`src/rtl/spi_pico_deframer_pkg.sv`:
```
// Shared types and widths for the SPI deframer slice.
package spi_pico_pkg;

    typedef enum logic [1:0] {
        S_IDLE,
        S_ADDR,
        S_DATA
    } state_t;

    localparam int BYTE_W = 8;
    localparam int ADDR_W = 8;

endpackage

```
`src/rtl/spi_pico_deframer_sync_edge.sv`:
```
// Input synchronisers for sclk/serial_in and sclk rising-edge detection.
module pico_sync_edge #(
    parameter int SYNC_STAGES = 2
) (
    input  logic iclk,
    input  logic rstn,
    input  logic i_sclk,
    input  logic i_serial_in,
    output logic o_sclk_rise,
    output logic o_serial_bit
);

    logic [SYNC_STAGES-1:0] r_sclk_sync;
    logic [SYNC_STAGES-1:0] r_sin_sync;
    logic                   r_sclk_prev;

    always_ff @(posedge iclk or negedge rstn) begin
        if (!rstn) begin
            r_sclk_sync <= '0;
            r_sin_sync  <= '0;
            r_sclk_prev <= 1'b0;
        end else begin
            r_sclk_sync <= {r_sclk_sync[SYNC_STAGES-2:0], i_sclk};
            r_sin_sync  <= {r_sin_sync[SYNC_STAGES-2:0], i_serial_in};
            r_sclk_prev <= r_sclk_sync[SYNC_STAGES-1];
        end
    end

    // Equal-depth chains keep the data bit aligned with the detected edge.
    assign o_sclk_rise  = r_sclk_sync[SYNC_STAGES-1] & ~r_sclk_prev;
    assign o_serial_bit = r_sin_sync[SYNC_STAGES-1];

endmodule

```
`src/rtl/spi_pico_deframer.sv`:
```
// Deframes an oversampled SPI stream: address byte, then auto-incrementing write bytes.
module spi_pico_deframer
    import spi_pico_pkg::*;
#(
    parameter int IDLE_CYCLES = 64,
    parameter int SYNC_STAGES = 2
) (
    input  logic              iclk,
    input  logic              rstn,
    input  logic              sclk,
    input  logic              serial_in,
    output logic [BYTE_W-1:0] write_data,
    output logic [ADDR_W-1:0] mux_control_signal,
    output logic              msg_flag,
    output logic              sclk_stop_rstn,
    output logic              frame_active
);

    localparam int IDLE_W = $clog2(IDLE_CYCLES);
    localparam logic [IDLE_W-1:0] IDLE_LAST = IDLE_W'(IDLE_CYCLES - 1);

    logic              w_rise;
    logic              w_bit;
    logic [BYTE_W-1:0] w_byte;

    state_t            r_state;
    logic [BYTE_W-2:0] r_shreg;
    logic [2:0]        r_bit_cnt;
    logic [IDLE_W-1:0] r_idle_cnt;
    logic [ADDR_W-1:0] r_addr_ptr;
    logic              r_first_data;
    logic [BYTE_W-1:0] r_write_data;
    logic [ADDR_W-1:0] r_mux_ctrl;
    logic              r_msg_flag;
    logic              r_stop_rstn;
    logic              r_frame_active;

    pico_sync_edge #(
        .SYNC_STAGES (SYNC_STAGES)
    ) u_sync_edge (
        .iclk         (iclk),
        .rstn         (rstn),
        .i_sclk       (sclk),
        .i_serial_in  (serial_in),
        .o_sclk_rise  (w_rise),
        .o_serial_bit (w_bit)
    );

    assign w_byte = {r_shreg, w_bit};

    always_ff @(posedge iclk or negedge rstn) begin
        if (!rstn) begin
            r_state        <= S_IDLE;
            r_shreg        <= '0;
            r_bit_cnt      <= '0;
            r_idle_cnt     <= '0;
            r_addr_ptr     <= '0;
            r_first_data   <= 1'b0;
            r_write_data   <= '0;
            r_mux_ctrl     <= '0;
            r_msg_flag     <= 1'b0;
            r_stop_rstn    <= 1'b0;
            r_frame_active <= 1'b0;
        end else begin
            r_msg_flag <= 1'b0;
            if (r_state == S_IDLE) begin
                if (w_rise) begin
                    r_state        <= S_ADDR;
                    r_stop_rstn    <= 1'b1;
                    r_frame_active <= 1'b1;
                    r_shreg        <= w_byte[BYTE_W-2:0];
                    r_bit_cnt      <= 3'd1;
                    r_idle_cnt     <= '0;
                end
            end else if (w_rise) begin
                // An edge in the timeout cycle keeps the frame alive.
                r_idle_cnt <= '0;
                r_shreg    <= w_byte[BYTE_W-2:0];
                r_bit_cnt  <= r_bit_cnt + 3'd1;
                if (r_bit_cnt == 3'd7) begin
                    if (r_state == S_ADDR) begin
                        r_addr_ptr   <= w_byte;
                        r_first_data <= 1'b1;
                        r_state      <= S_DATA;
                    end else begin
                        r_write_data <= w_byte;
                        r_msg_flag   <= 1'b1;
                        if (r_first_data) begin
                            r_mux_ctrl   <= r_addr_ptr;
                            r_first_data <= 1'b0;
                        end else begin
                            r_addr_ptr <= r_addr_ptr + 8'd1;
                            r_mux_ctrl <= r_addr_ptr + 8'd1;
                        end
                    end
                end
            end else if (r_idle_cnt == IDLE_LAST) begin
                r_state        <= S_IDLE;
                r_stop_rstn    <= 1'b0;
                r_frame_active <= 1'b0;
                r_bit_cnt      <= '0;
                r_first_data   <= 1'b0;
                r_idle_cnt     <= '0;
            end else begin
                r_idle_cnt <= r_idle_cnt + 1'b1;
            end
        end
    end

    assign write_data         = r_write_data;
    assign mux_control_signal = r_mux_ctrl;
    assign msg_flag           = r_msg_flag;
    assign sclk_stop_rstn     = r_stop_rstn;
    assign frame_active       = r_frame_active;

endmodule

```
`config.mk`:
```
export PLATFORM = sky130hd
export DESIGN_NAME = spi_pico_deframer
export DESIGN_NICKNAME = d
export VERILOG_FILES = /design/src/rtl/spi_pico_deframer_pkg.sv /design/src/rtl/spi_pico_deframer_sync_edge.sv /design/src/rtl/spi_pico_deframer.sv
export SDC_FILE = /design/constraint.sdc
export NUM_CORES = 1
export LEC_CHECK = 0
export ABC_CLOCK_PERIOD_IN_PS = 3500
export BUFFER_PORTS_ARGS = -buffer_cell sky130_fd_sc_hd__buf_4
export CAP_MARGIN = 25
export CORE_MARGIN = 2
export CORE_UTILIZATION = 60
export CTS_BUF_LIST = sky130_fd_sc_hd__clkbuf_4 sky130_fd_sc_hd__clkbuf_8
export DETAILED_ROUTE_END_ITERATION = 10
export PLACE_DENSITY = 0.81
export SKIP_LAST_GASP = 1
export SLEW_MARGIN = 20
export SYNTH_ARGS = -nofsm -noshare
export SYNTH_HDL_FRONTEND = slang
export SYNTH_SLANG_ARGS = --single-unit
```
`constraint.sdc`:
```
create_clock -name iclk -period 3.5 [get_ports iclk]
set_input_delay 0.7 -clock iclk [delete_from_list [all_inputs] [get_ports iclk]]
set_output_delay 0.7 -clock iclk [all_outputs]
set_load 0.02 [all_outputs]
```
### Word-level counts from Yosys, hierarchy flattened

Cells that the tools add are included.

| storage, ports and cells | value |
|---|---|
| input port bits | 4 |
| output and inout port bits | 19 |
| word-level logic and storage cells | 64 |
| register bits | 50 |

| operators by class | value |
|---|---|
| equal/unequal tests | 8 |
| reduce and logical (&&, ||, !) cells | 9 |
| muxes and demuxes | 27 |
| $add $sub $neg | 3 |
| bitwise operators | 4 |

Operators by type and width:

| operator | count |
|---|---|
| two-way mux 6 bit | 4 |
| two-way mux 8 bit | 2 |
| two-way mux 2 bit | 6 |
| two-way mux 3 bit | 4 |
| two-way mux 1 bit | 11 |
| AND reduction 3 bit | 3 |
| adder 8 x 1 -> 8 bit (second input constant) | 1 |
| AND reduction 4 bit | 2 |
| adder 6 x 1 -> 6 bit (second input constant) | 1 |
| equality test 6 bit (second input constant) | 1 |
| != test 3 bit (second input constant) | 2 |
| != test 2 bit (second input constant) | 2 |
| nonzero test 2 bit | 2 |
| adder 3 x 1 -> 3 bit (second input constant) | 1 |
| equality test 3 bit (second input constant) | 1 |
| inverter 1 bit | 3 |
| equality test 2 x 1 -> 1 bit (second input constant) | 1 |
| logical NOT 2 bit | 1 |
| != test 2 x 1 -> 1 bit (second input constant) | 1 |
| AND reduction 2 bit | 1 |
| bitwise AND 1 bit | 1 |

### Logic depth before layout (Yosys ltp)

Gate-level depths: netlist of run 1.

| depth | value |
|---|---|
| word-level depth | 5 |
| gate-level depth with buffers | 8 |
| depth with buffers taken out | 7 |

### Cells and area by module

A second synthesis of run 1 with hierarchy kept.

| unflattened totals | value |
|---|---|
| cell total of the unflattened synthesis | 223 |
| area total of the unflattened synthesis | 2327.2 um^2 |

Modules (own cells, without submodules):

| module | cells each | area an instance (um^2) | instances |
|---|---|---|---|
| spi_pico_deframer | 217 | 2188.3 | 1 |
| pico_sync_edge | 6 | 138.9 | 1 |

### Worst setup path before layout of run 1

No wires, ideal clock.

| timing | value |
|---|---|
| kind | register to register |
| start point | reg r_bit_cnt[0] |
| end point | reg r_addr_ptr[4] |
| cell stages (with the launch flop) | 9 |
| slack | 1.884 ns |
| arrival time | 1.512 ns |
| clock period less this slack | 1.616 ns |
| setup time | 0.104 ns |
| path through | dfrtp_1 ha_1 ha_1 and3b_1 buf_2 buf_6 nand3_1 o21ai_0 a221oi_1 |

| on the way | value |
|---|---|
| longest elaborated chain between the ends | 2 |

RTL lines:

| item | RTL line | text |
|---|---|---|
| start, declared | spi_pico_deframer.sv:28 | `logic [2:0] r_bit_cnt;` |
| start signal, assigned | spi_pico_deframer.sv:79 | `r_bit_cnt <= r_bit_cnt + 3'd1;` |
| equality test 3 bit | spi_pico_deframer.sv:80 | `if (r_bit_cnt == 3'd7) begin` |
| AND reduction 3 bit (no line) | -- |  |
| end signal, assigned | spi_pico_deframer.sv:82 | `r_addr_ptr <= w_byte;` |
| end signal, assigned | spi_pico_deframer.sv:92 | `r_addr_ptr <= r_addr_ptr + 8'd1;` |
| end, declared | spi_pico_deframer.sv:30 | `logic [ADDR_W-1:0] r_addr_ptr;` |

No other way between the ends.
A chain may end at the register's enable or synchronous reset.

### Worst setup path in the final report of run 1

| timing | value |
|---|---|
| start point | reg r_bit_cnt[0] |
| end point | reg r_addr_ptr[1] |

Same word-level chain as after synthesis.

==> key figures, run 1 <==
Route
  • Avg WL per Cell: 13.6 µm
  • DRT met1 WL: 1930 µm
  • DR iter-0 viols: 63
  • WL met3: 157 µm
  • Top Metal Used: met4
  • Met2 WL: 1790 µm
  • Vias: 1660
  • Pre-antenna DRT Iters: 4
  • DR vias/cell: 5.67
  • Final WL: 4000 µm
  • Post-DRT Antenna Nets: 0
  • DRC violations left: 0

Power
  • Peak VDD IR: 412 µV
  • P per Cell Area: 672 nW/µm²
  • Logic pwr share: 25.5%
  • Net Sw Frac: 34.1%
  • Register share of total power: 50.9%
  • Leak: 1.16 nW
  • Int Power: 0.00112 W
  • Clock share of power: 23.6%
  • Net Switching: 0.000577 W

Timing
  • Slew headroom: 53.3%
  • Final Max Slew Viols: 0
  • Fin crit share: 66.1%
  • Max Clock Skew: 8.69 ps
  • Final Hold Viols: 0
  • Worst-margin pin slew: 698 ps
  • Endpoints failing setup: 0
  • Fmax achieved: 432 MHz
  • Hold WS: 356 ps
  • RSZ-0062 raised after global routing: no
  • Setup TNS: 0 ps
  • Final Critical Period: 2310 ps

Floorplan
  • Die width: 65.7 µm
  • I/O pins: 23
  • Die area: 4310 µm²
  • Core Footprint: 3660 µm²
  • Initial Utilization: 62.3%
  • Die H: 65.7 µm
  • Cell row count: 22

Clocking
  • Clock Sinks: 50
  • CTS Buf Count: 5
  • Root Buffer: clkbuf_8
  • H-Tree Depth: 2
  • CTS tree: yes
  • Resized Gates After CTS: 0
  • Clock Pin Slew Worst Setup and Hold Paths: 80 ps
  • # Post-CTS Setup Buffers: 0
  • Clk Latency, worst-skew pair: 310 ps
  • CTS Buffer Depth: 2
  • Post-CTS Hold Buffers: 0

Flow run
  • Max Cap Viol: 0

Run status
  • Outcome: finished, final reports clean

Global routing
  • Largest net degree at the start of global routing: 51
  • Vias in the first global route: 1550
  • Gr ovfl total: 0
  • Antenna violations before repair: 0
  • Gr usage total: 21.4%
  • First-pass GRT wire length: 6960 µm

Synthesis
  • Yosys cell types: 42
  • EDFF count, synth: 0
  • Ys Warns: 0
  • Avg Inst Size Synth: 9.97 µm²
  • Synthesized flop and latch total: 50
  • Ys async rst share: 100%
  • Synth Flop Type: dfrtp_1
  • Sequential area share after synthesis: 54.8%
  • Mapped Cells: 229
  • Syn_nets: 237
  • Mapped cell area: 2280 µm²

Critical path
  • Bufs and invs on worst path: 1
  • Setup crit end kind: flop
  • Crit start category: flop
  • Crit Path Max Fanout: 27
  • Worst Setup Path Type: reg2reg
  • Reg2reg setup slack: 1190 ps
  • Crit-path cells: ha_1 -> ha_1 -> and3b_1 -> nand2_1 -> inv_2 -> nand2_1 -> o221a_2
  • Critical path's top delay family: simple AND/OR/NAND/NOR gates
  • Worst EP required: 3690 ps
  • Slowest CP cell: nand2_1
  • CP Data Arrival Time: 2510 ps
  • CP peak stage delay: 530 ps

Final layout
  • Antenna Cells: 0
  • Layout cell share with drive strength beyond 1: 15.9%
  • Final net count: 252
  • Post-route insts no fill: 293
  • P&R area growth vs syn: 10.4%

Placement
  • Placed cell count: 285
  • Number of buffers added on ports: 22
  • Routability cong.: 0.808
  • Post-DP HPWL: 2790 µm

Min path
  • Hold WC Path Type: reg2reg
-- area by class of cell --
class | instances | area [µm²]
clock buffers | 5 | 68.8
clock inverters | 3 | 40.0
fillers | 320 | 1140
inverters | 8 | 30.0
multi-input cells | 156 | 896
flip-flops and latches | 50 | 1250
well taps | 48 | 60.1
repair buffers | 23 | 173
-- through the flow --
stage	total power (W)	area [µm²]	setup WS [ps]	util [%]
5_1_grt	0.00181	2520	919	68.8
3_3_place_gp	0.00129	2410	1270	65.8
2_1_floorplan	0.00120	2280	1880	-
4_1_cts	0.00170	2520	1200	68.8
3_5_place_dp	0.00131	2410	1220	65.8
6_report	0.00169	2520	1190	68.8
-- state kept, by name, indices dropped and copies added (netlist names) --
signal                   cells
r_idle_cnt                   6
write_data                   8
r_addr_ptr                   8
u_sync_edge.r_sin_sync       2
u_sync_edge.r_sclk_prev      1
frame_active                 1
mux_control_signal           8
r_shreg                      7
r_state                      2
msg_flag                     1
r_first_data                 1
u_sync_edge.r_sclk_sync      2
r_bit_cnt                    3
-- worst reg2reg max path, stage by stage, from the launching register on --
cell     delay (ps)
dfrtp_1         370
ha_1            160
ha_1            170
and3b_1         460
nand2_1         530
inv_2           280
nand2_1         100
o221a_2         130
-- routing by layer --
metal	GRT usage [%]	vias to the layer above
met3	4.62	11
met5	0	-
li1	-	811
met4	10.9	0
met1	28.8	801
met2	32.7	37
-- layout by cell type, fill, tap and decap left out, drive strengths merged, types with 2 or more instances in the layout --
cell type / count
a21oi: 16
a221oi: 4
a31oi: 3
a32o: 2
and3: 3
and3b: 2
buf: 23
clkbuf: 5
clkinv: 2
dfrtp: 50
ha: 4
inv: 8
mux2i: 4
nand2: 38
nand3: 7
nand4: 4
nor2: 20
nor2b: 2
nor3: 2
o21a: 2
o21ai: 21
o22ai: 2
xnor2: 3
xor2: 6
-- path summary, 6_finish.rpt --
check                                            end                       from  cells past startpoint
hold / removal             u_sync_edge.r_sin_sync[1]  u_sync_edge.r_sin_sync[0]                      0
min in group asynchronous              write_data[2]                       rstn                      1
hold reg to reg            u_sync_edge.r_sin_sync[1]  u_sync_edge.r_sin_sync[0]                      0
max in group asynchronous                   msg_flag                       rstn                      1
setup reg to reg                       r_addr_ptr[1]               r_bit_cnt[0]                      7
setup / recovery                       r_addr_ptr[1]               r_bit_cnt[0]                      7
-- kinds of logic (layout without fill, tap and decap cells) --
kind of cell | Yosys count | count (layout) | share of synthesized area [%]
AOI/OAI and AO/OA | 54 | 54 | 14.4
xor gates and xnor gates | 9 | 9 | 3.45
adders and majority gates | 4 | 4 | 2.19
buffers and inverters | 23 | 39 | 5.92
and+or+nand+nor | 85 | 85 | 17.5
muxes | 4 | 4 | 1.75
DFF | 50 | 50 | 54.8
-- power groups by stage --
stage	clock network, W	logic [W]	registers [W]
6_report	0.000399	0.000432	0.000862
5_1_grt	0.000433	0.000493	0.000886
4_1_cts	0.000408	0.000437	0.000859
3_5_place_dp	0	0.000436	0.000870
3_3_place_gp	0	0.000423	0.000866
2_1_floorplan	0	0.000350	0.000847
-- Yosys cell counts, types with 2 or more instances --
cell       n  area (µm²)
o22ai_1    2        12.5
o21ai_0   21         105
a31oi_1    3        18.8
buf_6      2        22.5
nand2_1   38         143
a221oi_1   3        26.3
nor2b_1    2        12.5
nor3_1     2        10.0
inv_1      7        26.3
clkbuf_8   2        27.5
dfrtp_1   50        1250
xnor2_1    3        26.3
nand4_1    4        25.0
ha_1       4        50.1
mux2i_1    4        40.0
nand3_1    7        35.0
buf_2      4        20.0
buf_4      2        15.0
clkbuf_1   4        15.0
o21a_1     2        15.0
nor2_1    20        75.1
a21oi_1   16        80.1
a32o_1     2        20.0
xor2_1     6        52.6
and3_1     2        12.5
No activity file was read; power rests on OpenSTA's default activity.
==> inputs of run 2 (changes only) <==
--- a/config.mk
+++ b/config.mk
@@ -5,14 +5,15 @@
 export SDC_FILE = /design/constraint.sdc
 export NUM_CORES = 1
 export LEC_CHECK = 0
-export ABC_CLOCK_PERIOD_IN_PS = 3500
+export ABC_AREA = 1
+export ABC_CLOCK_PERIOD_IN_PS = 1900
 export BUFFER_PORTS_ARGS = -buffer_cell sky130_fd_sc_hd__buf_4
 export CAP_MARGIN = 25
 export CORE_MARGIN = 2
-export CORE_UTILIZATION = 60
+export CORE_UTILIZATION = 55
 export CTS_BUF_LIST = sky130_fd_sc_hd__clkbuf_4 sky130_fd_sc_hd__clkbuf_8
 export DETAILED_ROUTE_END_ITERATION = 10
-export PLACE_DENSITY = 0.81
+export PLACE_DENSITY = 0.78
 export SKIP_LAST_GASP = 1
 export SLEW_MARGIN = 20
 export SYNTH_ARGS = -nofsm -noshare
==> constraint.sdc (replaced) <==
create_clock -name iclk -period 1.9 [get_ports iclk]
set_input_delay 0.38 -clock iclk [delete_from_list [all_inputs] [get_ports iclk]]
set_output_delay 0.38 -clock iclk [all_outputs]
set_load 0.02 [all_outputs]
==> run 2 against run 1 <==
Net effect:
- global-route usage increased by 1.3 points
- sequential cell count unchanged
- wire length rose by 9.7%
- critical path depth shrank 1
- largest cell class unchanged
- die area grew 8.4%
- register-to-register slack lost 870 ps
==> key figures, run 2 <==
Placement
  • Post-DP HPWL: 3080 µm (+11%)
  • Routability cong.: 0.795 (-1.6%)
  • Placed cell count: 330 (+16%)
  • Post-Place Setup Slack: 293 ps (-925 ps)
  • Number of buffers added on ports: 22 (unchanged)

Power
  • Leak: 1.29 nW (+11%)
  • Register share of total power: 49.0% (-1.9 points)
  • Clock share of power: 27.4% (+3.8 points)
  • Logic pwr share: 23.6% (-1.9 points)
  • Peak VDD IR: 589 µV (+43%)
  • Net Sw Frac: 33.3% (-0.76 points)
  • Int Power: 0.00186 W (+66%)
  • Net Switching: 0.000927 W (+61%)
  • P per Cell Area: 1080 nW/µm² (+60%)

Final layout
  • Antenna Cells: 0 (unchanged)
  • P&R area growth vs syn: 13.3%
  • Most frequent cells in the layout: 90 x nand2_1, 50 x dfrtp_1, 24 x inv_1, 24 x buf_4, 21 x o21ai_0
  • Leading cell type in the layout, fill and taps excluded: nand2_1
  • Layout cell share with drive strength beyond 1: 16.3% (+0.40 points)
  • Final net count: 295 (+17%)
  • Post-route insts no fill: 338 (+15%)

Synthesis
  • Mapped Cells: 263 (+15%)
  • Count leader, synth: nand2_1
  • Mapped cell area: 2280 µm² (-0.16%)
  • Top cell type's share of synthesized area: 54.9% (+0.090 points)
  • Synth Flop Type: dfrtp_1
  • Avg Inst Size Synth: 8.66 µm² (-13%)
  • Synthesized flop and latch total: 50 (unchanged)
  • Ys Warns: 0 (unchanged)
  • EDFF count, synth: 0 (unchanged)
  • Synth top cells by count: 90 x nand2_1, 50 x dfrtp_1, 24 x inv_1
  • Synth area leader: dfrtp_1
  • Ys async rst share: 100% (unchanged)
  • Syn_nets: 271 (+14%)
  • Sequential area share after synthesis: 54.9% (+0.090 points)
  • Synth top area cells: dfrtp_1 55%, nand2_1 15%, o21ai_0 4.6%, inv_1 4.0%, nor2_1 2.5%
  • Yosys cell types: 30 (-29%)

Route
  • Final WL: 4380 µm (+9.7%)
  • Avg WL per Cell: 13.0 µm (-4.9%)
  • DR vias/cell: 5.20 (-8.2%)
  • Post-DRT Antenna Nets: 0 (unchanged)
  • DR iter-0 viols: 157 (+150%)
  • DRC violations left: 0 (unchanged)
  • Vias: 1757 (+5.8%)
  • Pre-antenna DRT Iters: 4 (unchanged)

Floorplan
  • Initial Utilization: 57.0% (-5.4 points)
  • Die H: 68.4 µm (+4.1%)
  • I/O pins: 23 (unchanged)
  • Die width: 68.4 µm (+4.1%)
  • Die area: 4670 µm² (+8.4%)
  • Core Footprint: 4000 µm² (+9.3%)
  • Cell row count: 23 (+4.5%)

Global routing
  • Antenna violations before repair: 0 (unchanged)
  • Gr ovfl total: 0 (unchanged)
  • Vias in the first global route: 1600 (+3.2%)
  • Largest net degree at the start of global routing: 51 (unchanged)
  • Gr usage total: 22.7% (+1.3 points)
  • First-pass GRT wire length: 7660 µm (+10%)

Timing
  • Final Max Slew Viols: 0 (unchanged)
  • Max Clock Skew: 7.34 ps (-1.35 ps)
  • RSZ-0062 raised after global routing: no
  • Endpoints failing setup: 0 (unchanged)
  • Slew headroom: 58.5% (+5.2 points)
  • Final Critical Period: 1580 ps (-731 ps)
  • Fin crit share: 83.3% (+17 points)
  • Final Hold Viols: 0 (unchanged)
  • Worst-margin pin slew: 623 ps (-74.7 ps)
  • Fmax achieved: 632 MHz (+46%)
  • Setup slack after layout: 317 ps (-869 ps)
  • Setup TNS: 0 ps (unchanged)

Clocking
  • H-Tree Depth: 2 (unchanged)
  • # Post-CTS Setup Buffers: 0 (unchanged)
  • Clk Latency, worst-skew pair: 310 ps (about the same)
  • Clock Pin Slew Worst Setup and Hold Paths: 90 ps (about the same)
  • Post-CTS Hold Buffers: 0 (unchanged)
  • CTS tree: yes
  • CTS Buffer Depth: 2 (unchanged)
  • Root Buffer: clkbuf_8
  • Clock Sinks: 50 (unchanged)
  • Resized Gates After CTS: 0 (unchanged)
  • CTS Buf Count: 5 (unchanged)

Flow run
  • Max Cap Viol: 0 (unchanged)

Critical path
  • CP Data Arrival Time: 1760 ps (-750 ps)
  • Reg2Reg Launch Point: r_bit_cnt[0]
  • R2R depth: 6 (-1)
  • Capturing point of the worst reg2reg path: mux_control_signal[6]
  • Worst Setup Path Type: reg2reg
  • Reg2reg setup slack: 320 ps (-870 ps)
  • Crit Path Max Fanout: 25 (-7.4%)
  • Setup crit end kind: flop
  • Critical path launch point: r_bit_cnt[0]
  • Crit path capture: mux_control_signal[6]
  • Worst EP required: 2070 ps (-1620 ps)
  • Crit start category: flop

Min path
  • Hold WC Path Type: in2async

Run status
  • Outcome: finished, final reports clean
run 2: cell types whose count changed after synthesis, sizes merged, moves of 3 or more:
cell / previous run / this run
a21oi: 16 / 3
nand2: 38 / 93
o21ai: 21 / 31
xor2: 6 / 2
nand3: 7 / 12
mux2i: 4 / 0
and3: 3 / 0
inv: 8 / 28
a221oi: 4 / 0
clkbuf: 7 / 0
run 2: worst min-delay path by stage:
stage	slack, ps	endpoint	cells past startpoint	start
floorplan	80	frame_active	0	rstn
global placement	330	u_sync_edge.r_sin_sync[1]	0	u_sync_edge.r_sin_sync[0]
detailed placement	340	u_sync_edge.r_sin_sync[1]	0	u_sync_edge.r_sin_sync[0]
CTS	110	write_data[4]	1	rstn
global route	120	write_data[4]	1	rstn
finish	70	write_data[4]	1	rstn
run 2: per-layer routing:
layer	GRT usage [%]	part of all wire [%]
met5	0	0
met4	7.75	1.8
met3	5.43	4.0
met2	35.7	47
met1	31.0	47
run 2: kinds of logic (layout without fill, tap and decap cells):
logic type	after synthesis	in the layout	share of synthesized area (%)
XOR/XNOR	4	4	1.54
AO/OA/AOI/OAI	41	41	9.88
flip-flops	50	50	54.9
buffers and inverters	35	60	7.03
AND/OR/NAND/NOR	129	129	24.4
adder cells (fa/ha/maj)	4	4	2.20
run 2: layout make-up:
class                   count  area, µm²
fillers                   350       1420
repair buffers             24        180
inverters                  28        108
flip-flops and latches     50       1250
clock buffers               6       76.3
multi-input cells         178        867
clock inverters             2       37.5
well taps                  50       62.6
run 2: power groups by stage:
stage	Clock [W]	Combinational, W	Sequential [W]
3_3_place_gp	0	0.000626	0.00137
3_5_place_dp	0	0.000657	0.00138
4_1_cts	0.000773	0.000662	0.00136
5_1_grt	0.000836	0.000768	0.00139
2_1_floorplan	0	0.000494	0.00136
6_report	0.000763	0.000656	0.00136
run 2: stage by stage:
step / instance area (µm²) / hold WS, ps / power [W] / utilization (%)
3_3_place_gp: 2470 / 332 / 0.00200 / 61.7
6_report: 2580 / 72.5 / 0.00278 / 64.6
3_5_place_dp: 2470 / 341 / 0.00204 / 61.7
4_1_cts: 2580 / 107 / 0.00280 / 64.6
2_1_floorplan: 2280 / 84.4 / 0.00185 / -
5_1_grt: 2580 / 124 / 0.00299 / 64.6
run 2: critical path: stages, from the launching register on:
cell	delay, ps
dfrtp_1	400
ha_1	210
ha_1	250
inv_1	90
nor2_2	50
inv_2	280
o21ai_0	170
==> inputs of run 3 (changes only) <==
--- a/config.mk
+++ b/config.mk
@@ -5,8 +5,8 @@
 export SDC_FILE = /design/constraint.sdc
 export NUM_CORES = 1
 export LEC_CHECK = 0
-export ABC_AREA = 1
-export ABC_CLOCK_PERIOD_IN_PS = 1900
+export ABC_AREA = 0
+export ABC_CLOCK_PERIOD_IN_PS = 1350
 export BUFFER_PORTS_ARGS = -buffer_cell sky130_fd_sc_hd__buf_4
 export CAP_MARGIN = 25
 export CORE_MARGIN = 2
==> constraint.sdc (replaced) <==
create_clock -name iclk -period 1.35 [get_ports iclk]
set_input_delay 0.27 -clock iclk [delete_from_list [all_inputs] [get_ports iclk]]
set_output_delay 0.27 -clock iclk [all_outputs]
set_load 0.02 [all_outputs]
==> run 3 against run 2 <==
Net effect:
- the flow now finishes with violations (setup timing)
- non-clock buffer count grew 30
- clock power grew 20%
- fmax shrank 4.0%
- register-to-register slack lost 620 ps
- core utilization grew 7.9 points
- sequential share of layout area shrank 5.3 points
- via count grew 4.8%
- sequential cell count is the same
- critical endpoint is now r_addr_ptr[5]
- global-route usage grew 1.2 points
- clock-buffer cell count grew 1
- cell count shrank 3.6%
- total power grew 74%
==> key figures, run 3 (synthesized netlist as in run 1, its figures left out) <==
Floorplan
  • I/O pins: 23 (unchanged)
  • Cell row count: 23 (unchanged)
  • Initial Utilization: 57.1% (+0.094 points)
  • Core Footprint: 4000 µm² (unchanged)
  • Die area: 4680 µm² (+0.15%)
  • Die H: 68.4 µm (about the same)
  • Die width: 68.4 µm (about the same)

Route
  • DRC violations left: 0 (unchanged)
  • DR iter-0 viols: 180 (+15%)
  • Vias: 1842 (+4.8%)
  • DR vias/cell: 5.65 (+8.7%)
  • Pre-antenna DRT Iters: 4 (unchanged)
  • Avg WL per Cell: 15.8 µm (+22%)
  • Post-DRT Antenna Nets: 0 (unchanged)
  • Final WL: 5150 µm (+17%)

Power
  • Net Sw Frac: 35.6% (+2.3 points)
  • P per Cell Area: 1670 nW/µm² (+55%)
  • Clock share of power: 18.9% (-8.5 points)
  • Register share of total power: 43.4% (-5.6 points)
  • Int Power: 0.00312 W (+68%)
  • Net Switching: 0.00172 W (+86%)
  • Peak VDD IR: 966 µV (+64%)
  • Logic pwr share: 37.7% (+14 points)
  • Leak: 1.35 nW (+4.5%)
  • Final Total Pwr: 0.00484 W (+74%)

Placement
  • Post-DP HPWL: 3440 µm (+12%)
  • Number of buffers added on ports: 22 (unchanged)
  • Post-Place Setup Slack: -250 ps (-544 ps)
  • Routability cong.: 0.878 (+11%)

Final layout
  • Most frequent cells in the layout: 50 x dfrtp_1, 47 x buf_4, 35 x nand2_1
  • P&R area growth vs syn: 27.0%
  • Leading cell type in the layout, fill and taps excluded: dfrtp_1
  • Antenna Cells: 0 (unchanged)
  • Final net count: 283 (-4.1%)
  • Fin util: 72.5% (+7.9 points)
  • Layout cell share with drive strength beyond 1: 31.5% (+15 points)

Timing
  • Final Max Slew Viols: 0 (unchanged)
  • Setup slack after layout: -298 ps (-616 ps)
  • Endpoints failing setup: 28 (+28)
  • Setup TNS: -4410 ps (-4410 ps)
  • Fmax achieved: 607 MHz (-4.0%)
  • Max Clock Skew: 11.5 ps (+4.18 ps)
  • Final Hold Viols: 0 (unchanged)
  • Slew headroom: 80.0% (+22 points)
  • Hold WS: 71.4 ps (-1.07 ps)
  • Final Critical Period: 1650 ps (+65.5 ps)
  • Worst-margin pin slew: 300 ps (-323 ps)
  • RSZ-0062 raised after global routing: yes
  • Fin crit share: 122% (+39 points)

Critical path
  • Setup crit end kind: flop
  • Slowest CP cell: dfrtp_1
  • CP Data Arrival Time: 1840 ps (+80 ps)
  • Worst Setup Path Type: reg2reg
  • Crit start category: flop
  • Worst EP required: 1540 ps (-530 ps)
  • Crit-path cells: ha_2 -> ha_4 -> and3b_2 -> buf_6 -> nand2_2 -> mux2i_1 -> a221oi_1
  • CP peak stage delay: 390 ps (about the same)
  • Crit Path Max Fanout: 5 (-80%)
  • Reg2reg setup slack: -300 ps (-620 ps)

Clocking
  • Clk Latency, worst-skew pair: 310 ps (about the same)
  • H-Tree Depth: 2 (unchanged)
  • CTS Buf Count: 5 (unchanged)
  • Root Buffer: clkbuf_8
  • CTS tree: yes
  • CTS Buffer Depth: 2 (unchanged)
  • Clock Pin Slew Worst Setup and Hold Paths: 90 ps (about the same)
  • Clock Sinks: 50 (unchanged)

Global routing
  • First-pass GRT wire length: 8060 µm (+5.2%)
  • Largest net degree at the start of global routing: 32 (-37%)
  • Antenna violations before repair: 0 (unchanged)
  • Vias in the first global route: 1767 (+10%)
  • Gr usage total: 23.9% (+1.2 points)
  • Gr ovfl total: 0 (unchanged)

Flow run
  • Max Cap Viol: 0 (unchanged)

Min path
  • Hold WC Path Type: in2reg

Run status
  • Failing checks: setup timing
  • Outcome: finished with violations
[run 3: metal layers]
metal  share of wire [%]  GRT usage (%)  vias up
li1                    -              -      882
met1                  41           27.1      880
met2                  49           40.1       55
met3                 4.8           6.09       25
met4                 5.1           14.5        0
met5                   0              0        -
[run 3: critical path: cells and delay by family (launching register included)]
| kind | cells | cell delay [ps] |
|---|---|---|
| fa+ha+maj | 2 | 340 |
| buf+inv | 1 | 150 |
| mux | 1 | 70 |
| compound gates | 1 | 310 |
| flops | 1 | 390 |
| simple gates | 2 | 290 |
[run 3: timing repair]
action                                  in CTS  in global routing
gates resized for setup                      9                 15
endpoints found under the setup margin      27                 28
endpoints found under the hold margin       19                  0
hold buffers                                 1                  0
pin swaps                                    6                  7
setup buffers                                2                  2
[run 3: worst paths after layout]
kind / startpoint / endpoint / cells after the start
max in group asynchronous: rstn / r_addr_ptr[0] / 3
setup / recovery: r_bit_cnt[1] / r_addr_ptr[5] / 7
setup reg to reg: r_bit_cnt[1] / r_addr_ptr[5] / 7
hold reg to reg: u_sync_edge.r_sclk_sync[0] / u_sync_edge.r_sclk_sync[1] / 0
hold / removal: sclk / u_sync_edge.r_sclk_sync[0] / 1
min in group asynchronous: rstn / write_data[3] / 2
[run 3: per-stage QoR]
stage / instances / area, µm²
after global placement: 313 / 2650
after global routing: 326 / 2900
after floorplan: 229 / 2310
after CTS: 324 / 2810
after detailed placement: 313 / 2650
final: 326 / 2900
[run 3: final cells by class]
cell class,count,area [µm²]
Inverter,8,30.0
Clock buffer,7,90.1
Fill cell,282,1100
Multi-Input combinational cell,156,1010
Clock inverter,1,5.00
Timing Repair Buffer,54,448
Sequential cell,50,1250
Tap cell,50,62.6
[run 3: power by group through the flow]
stage	logic, W	registers [W]	clock network [W]
detailed placement	0.00162	0.00211	0
floorplan	0.000941	0.00220	0
finish	0.00183	0.00210	0.000914
global placement	0.00156	0.00209	0
CTS	0.00169	0.00208	0.000917
global route	0.00201	0.00214	0.000993
